### config.mk
export PLATFORM = sky130hd
export DESIGN_NAME = cdc_push_arbiter
export DESIGN_NICKNAME = d
export VERILOG_FILES = /design/src/rtl/cdc_push_arbiter.sv
export SDC_FILE = /design/constraint.sdc
export NUM_CORES = 1
export LEC_CHECK = 0
export ABC_AREA = 1
export CAP_MARGIN = 20
export CORE_UTILIZATION = 31
export DETAILED_ROUTE_END_ITERATION = 7
export PLACE_DENSITY_LB_ADDON = 0.25
export SLEW_MARGIN = 5
export SYNTH_ARGS = -nofsm -noshare
export SYNTH_HDL_FRONTEND = slang
export SYNTH_SLANG_ARGS = --single-unit
### constraint.sdc
create_clock -name ACLK -period 2 [get_ports ACLK]
set_input_delay 0.3 -clock ACLK [delete_from_list [all_inputs] [get_ports ACLK]]
set_output_delay 0.3 -clock ACLK [all_outputs]
set_load 0.03 [all_outputs]
### src/rtl/cdc_push_arbiter.sv
// -----------------------------------------------------------------------------
// cdc_push_arbiter
//
// Purpose:
//   Shares the single write port of a clock-domain-crossing FIFO among
//   NUM_REQ requesters that all live in the write-clock domain. Each requester
//   drives a valid/ready stream of beats, and the last beat of a packet is
//   flagged with req_last. One requester owns the FIFO write port at a time.
//   Ownership is held until that requester's last beat has been pushed, so
//   packets are never interleaved on the crossing. Ownership is handed out
//   round-robin.
//
//   A packet that runs MAX_BEATS beats without a last flag is forcibly
//   released. The sticky len_err flag records that this happened. The rest of
//   that packet then competes again as a fresh packet.
//
// Parameters:
//   NUM_REQ    - number of requesters (2..8)
//   DATA_WIDTH - payload width, must match the FIFO
//   MAX_BEATS  - packet-length limit before a forced release (1..255)
//
// Ports:
//   ACLK        in   write-domain clock
//   ARESETn     in   asynchronous active-low reset
//   req_valid   in   [NUM_REQ]             per-requester beat valid
//   req_last    in   [NUM_REQ]             per-requester final-beat flag
//   req_data    in   [NUM_REQ*DATA_WIDTH]  requester i at [i*DATA_WIDTH +: DATA_WIDTH]
//   req_ready   out  [NUM_REQ]             per-requester beat accepted
//   fifo_wfull  in                         FIFO full flag
//   fifo_wpush  out                        FIFO push strobe
//   fifo_wdata  out  [DATA_WIDTH]          FIFO write data
//   grant_id    out  [clog2(NUM_REQ)]      current owner, valid while busy
//   busy        out                        a requester currently owns the port
//   len_err     out                        sticky forced-release flag
// -----------------------------------------------------------------------------
module cdc_push_arbiter #(
  parameter int NUM_REQ    = 4,
  parameter int DATA_WIDTH = 37,
  parameter int MAX_BEATS  = 16
) (
  input  logic                            ACLK,
  input  logic                            ARESETn,
  input  logic [NUM_REQ-1:0]              req_valid,
  input  logic [NUM_REQ-1:0]              req_last,
  input  logic [NUM_REQ*DATA_WIDTH-1:0]   req_data,
  output logic [NUM_REQ-1:0]              req_ready,
  input  logic                            fifo_wfull,
  output logic                            fifo_wpush,
  output logic [DATA_WIDTH-1:0]           fifo_wdata,
  output logic [$clog2(NUM_REQ)-1:0]      grant_id,
  output logic                            busy,
  output logic                            len_err
);

  localparam int ID_W = $clog2(NUM_REQ);

  typedef enum logic {
    S_IDLE  = 1'b0,
    S_GRANT = 1'b1
  } state_t;

  // Registered state
  state_t          r_state;
  logic [ID_W-1:0] r_owner;
  logic [ID_W-1:0] r_last_grant;
  logic [7:0]      r_beat_cnt;
  logic            r_len_err;

  // Next-state values
  state_t          w_next_state;
  logic [ID_W-1:0] w_next_owner;
  logic [ID_W-1:0] w_next_last_grant;
  logic [7:0]      w_next_beat_cnt;
  logic            w_next_len_err;

  // Round-robin search result
  logic            w_rr_found;
  logic [ID_W-1:0] w_rr_idx;

  // Current owner's stream, selected from the flat request buses
  logic                  w_owner_valid;
  logic                  w_owner_last;
  logic [DATA_WIDTH-1:0] w_owner_data;

  logic w_in_grant;
  logic w_accept;
  logic w_limit_hit;

  // Round-robin search. The scan starts one past the previous winner and
  // wraps, so the previous winner is considered last. The first valid index
  // met on the way is taken.
  always_comb begin
    w_rr_found = 1'b0;
    w_rr_idx   = '0;
    for (int k = 1; k <= NUM_REQ; k++) begin
      if (!w_rr_found && req_valid[(int'(r_last_grant) + k) % NUM_REQ]) begin
        w_rr_found = 1'b1;
        w_rr_idx   = ID_W'((int'(r_last_grant) + k) % NUM_REQ);
      end
    end
  end

  // Owner stream mux. This is written as a compare loop instead of a variable
  // part-select, which keeps the index arithmetic at the natural width.
  always_comb begin
    w_owner_valid = 1'b0;
    w_owner_last  = 1'b0;
    w_owner_data  = '0;
    for (int i = 0; i < NUM_REQ; i++) begin
      if (ID_W'(i) == r_owner) begin
        w_owner_valid = req_valid[i];
        w_owner_last  = req_last[i];
        w_owner_data  = req_data[i*DATA_WIDTH +: DATA_WIDTH];
      end
    end
  end

  assign w_in_grant  = (r_state == S_GRANT);
  assign w_accept    = w_in_grant & w_owner_valid & ~fifo_wfull;
  assign w_limit_hit = ((r_beat_cnt + 8'd1) == 8'(MAX_BEATS));

  // The write-port outputs are purely combinational from the state/owner
  // registers and the live valid/full inputs. This lets a beat go into the
  // FIFO in the same cycle that it is offered. Outside GRANT, everything is
  // forced to zero. An asynchronous reset therefore kills an in-flight push
  // at once.
  always_comb begin
    req_ready = '0;
    for (int i = 0; i < NUM_REQ; i++) begin
      req_ready[i] = w_in_grant & (ID_W'(i) == r_owner) & ~fifo_wfull;
    end
  end

  assign fifo_wpush = w_accept;
  assign fifo_wdata = w_in_grant ? w_owner_data : '0;

  assign grant_id = r_owner;
  assign busy     = w_in_grant;
  assign len_err  = r_len_err;

  // Next-state logic. fifo_wfull only gates w_accept. It never moves the FSM
  // by itself. If an owner drops valid mid-packet, the FSM simply stays in
  // GRANT, and only reset recovers it.
  always_comb begin
    w_next_state      = r_state;
    w_next_owner      = r_owner;
    w_next_last_grant = r_last_grant;
    w_next_beat_cnt   = r_beat_cnt;
    w_next_len_err    = r_len_err;

    case (r_state)
      S_IDLE: begin
        if (w_rr_found) begin
          w_next_state      = S_GRANT;
          w_next_owner      = w_rr_idx;
          w_next_last_grant = w_rr_idx;
          w_next_beat_cnt   = 8'd0;
        end
      end

      S_GRANT: begin
        if (w_accept) begin
          w_next_beat_cnt = r_beat_cnt + 8'd1;
          if (w_owner_last) begin
            w_next_state = S_IDLE;
          end else if (w_limit_hit) begin
            // Forced release. The remaining beats re-arbitrate as a new packet.
            w_next_state   = S_IDLE;
            w_next_len_err = 1'b1;
          end
        end
      end

      default: begin
        w_next_state = S_IDLE;
      end
    endcase
  end

  // State register. At reset, last_grant is set to the top index, so
  // requester 0 is first in line after reset.
  always_ff @(posedge ACLK or negedge ARESETn) begin
    if (!ARESETn) begin
      r_state      <= S_IDLE;
      r_owner      <= '0;
      r_last_grant <= ID_W'(NUM_REQ - 1);
      r_beat_cnt   <= 8'd0;
      r_len_err    <= 1'b0;
    end else begin
      r_state      <= w_next_state;
      r_owner      <= w_next_owner;
      r_last_grant <= w_next_last_grant;
      r_beat_cnt   <= w_next_beat_cnt;
      r_len_err    <= w_next_len_err;
    end
  end

endmodule

==> impl_metrics.py <==
metrics = {
    "clock_network": {
        "cts_buffers": 3,
        "cts.path.max_buffers": 2,
        "hold_buffers": 0,
        "cts_tree": "yes",
        "clk_latency_ns": 0.25,
        "htree_levels": 1,
        "root_buffer": "clkbuf_8",
        "cts.clk_slew.worst_paths_ns": 0.06,
        "cts_sinks": 14,
    },
    "drt": {
        "drt.antenna.violating_nets": 0,
        "drt_iter0_markers": 128,
        "routed_wl_um": 10400,
        "drc_errors": 0,
        "drt_pass1_iterations": 4,
        "wl_met1_um": 4010,
        "met3WireLength_um": 895,
        "met2RoutedLength_um": 5200,
        "route.vias.total": 3542,
        "via_per_inst": 5.03,
        "wl_per_cell_um": 14.7,
        "top_layer_used": "met4",
    },
    "cells_and_area": {
        "diodes": 0,
        "final_cell_mix": "161 x clkdlybuf4s50_1, 131 x nand2_1, 49 x buf_4, 46 x nor2_1, 38 x nand3_1",
        "layout-drive-gt1-share_pct": 17.6,
        "area_delta_synth_final_pct": 109,
        "fin_area_sq_um": 4560,
        "mostFrequentLayoutCell": "clkdlybuf4s50_1",
        "nets": 769,
    },
    "critical_path": {
        "worstReg2RegStart": "r_last_grant[0]",
        "cp-end-kind": "primary output",
        "crit_type": "flip-flop to primary output",
        "crit_path_max_incr_delay_ns": 0.51,
        "path_cells": "inv_6 > buf_4 > nor2_1 > nor2_1 > o221ai_1 > a21oi_2 > buf_4",
        "start_kind": "flip-flop",
        "critPathSlowestCell": "dfrtp_2",
        "worstPathRequired_ns": 1.70,
        "cpLargestDelayFamily": "flip-flops",
        "worstPathMaxFanout": 11,
        "rr_worst_depth": 11,
        "reg2reg_slack_ns": 0.27,
        "crit_buf_inv": 3,
        "cp.arrival_ns": 1.69,
        "timing.rr.end": "r_beat_cnt[4]",
    },
    "timing": {
        "final_hold_viol_count": 0,
        "fmax_mhz": 502,
        "tightest_slew_ns": 0.657,
        "skew_ns": 0.00401,
        "fin_ws_ns": 0.00714,
        "hold_ws_ns": 0.456,
        "rsz0062_at_grt": "true",
        "worst_slew_margin_rel_pct": 56.1,
        "finalCriticalPeriod_ns": 1.99,
        "finalCritPeriodShare_pct": 99.6,
        "slew_violations": 0,
        "final-setup-viol-count": 0,
        "tns_ns": 0,
    },
    "placed_design": {
        "placed_area_sq_um": 4320,
        "io_buffers": 204,
        "hpwl_um": 8140,
        "dp_slack_ns": 0.112,
        "gp_congestion": 0.912,
    },
    "floorplanning": {
        "die_area_sq_um": 7370,
        "die_height_um": 85.9,
        "start_util_pct": 32.1,
        "coreArea_sq_um": 6790,
        "io_pins": 205,
        "rows": 30,
        "die_w_um": 85.9,
    },
    "worst_hold_path": {
        "min_path_type": "input pin to async pin",
    },
    "global_routing": {
        "grt_max_degree": 28,
        "overflow": 0,
        "grt_pass1_wl_um": 15700,
        "antenna_found_initial": 1,
        "grtUsageTotal_pct": 26.7,
        "grt_pass1_vias": 3185,
    },
    "synthesis": {
        "synthCells": 407,
        "synth.net_count": 567,
        "syn-cell-area_sq_um": 2180,
        "synth_seq_area_share_pct": 16.2,
        "synth-edff-count": 0,
        "syn_area_per_cell_sq_um": 5.36,
        "ys_async_sr_fraction_pct": 100,
        "ys_seq_elements": 14,
        "yosysWarnings": 0,
        "synth_cell_type_count": 30,
        "synth_ff_type": "dfrtp_1",
    },
    "pwr": {
        "p_leak_nw": 2.10,
        "power_mw": 6.70,
        "powerDensity_nw_per_um2": 1470,
        "ir_worst_vdd_v": 0.000944,
    },
    "run_status": {
        "status": "completed",
    },
    "run": {
        "cap_violations": 0,
    },
}
power breakdown:
part	total [mW]	switching [mW]	internal, mW
registers	0.542	0.160	0.382
logic	5.88	3.49	2.39
clock network	0.277	0.103	0.175
per-stage QoR:
step | std cells | util, %
global placement | 694 | 63.6
global route | 704 | 67.1
detailed placement | 694 | 63.6
floorplan | 407 | -
finish | 704 | 67.1
CTS | 700 | 65.0
area by class of cell:
class | count | area [sq um]
clock buffer | 4 | 55.1
timing repair buffer | 223 | 2180
tap | 96 | 120
timing repair inverter | 1 | 5.00
multi-input combinational | 322 | 1650
fill | 617 | 2230
sequential | 14 | 355
inverter | 44 | 190
registers in the layout (all words and copies together), names as in the netlist:
| signal | cells |
|---|---|
| len_err | 1 |
| r_beat_cnt | 8 |
| busy | 1 |
| r_last_grant | 2 |
| grant_id | 2 |
cell families after synthesis:
family	synth area share [%]
simple gates	44.5
compound gates	24.3
buf+inv	13.5
flops	16.2
xor+xnor	0.804
fa+ha+maj	0.574
repair_timing:
action | in CTS | in global routing
endpoints found under the hold margin | 0 | 0
setup buffers | 2 | 2
pin swaps | 0 | 5
gates cloned | 0 | 2
endpoints found under the setup margin | 39 | 39
resized for setup | 9 | 27
worst max path at each step:
| stage | from | endpoint | slack, ns | depth (start not counted) |
|---|---|---|---|---|
| 2_1_floorplan | busy | fifo_wdata[22] | -0.02 | 4 |
| 3_3_place_gp | grant_id[0] | fifo_wdata[22] | 0.19 | 7 |
| 3_5_place_dp | grant_id[0] | fifo_wdata[22] | 0.11 | 7 |
| 4_1_cts | grant_id[1] | fifo_wdata[10] | -0.001 | 8 |
| 5_1_grt | grant_id[0] | fifo_wdata[18] | -0.1 | 7 |
| 6_report | grant_id[0] | fifo_wdata[23] | 0.007 | 7 |
Yosys cell counts, types with 3 or more instances:
cell,instances,area [sq um]
o21ai_1,3,15.0
o221ai_1,15,131
inv_1,36,135
a21oi_1,18,90.1
dfrtp_1,12,300
buf_2,6,30.0
clkbuf_1,15,56.3
inv_2,7,26.3
o21ai_0,22,110
nand4_1,7,43.8
nand3_1,38,190
o211ai_1,19,143
nand2_1,132,495
nor2_1,52,195
buf_4,3,22.5
o22ai_1,3,18.8
layer usage:
metal  up-vias  global-route usage, %
met5         -                      0
met4         0                   8.64
met3        20                   7.89
met2       150                   48.8
met1      1617                   29.6
li1       1755                      -
No activity file was read; power rests on OpenSTA's default activity.
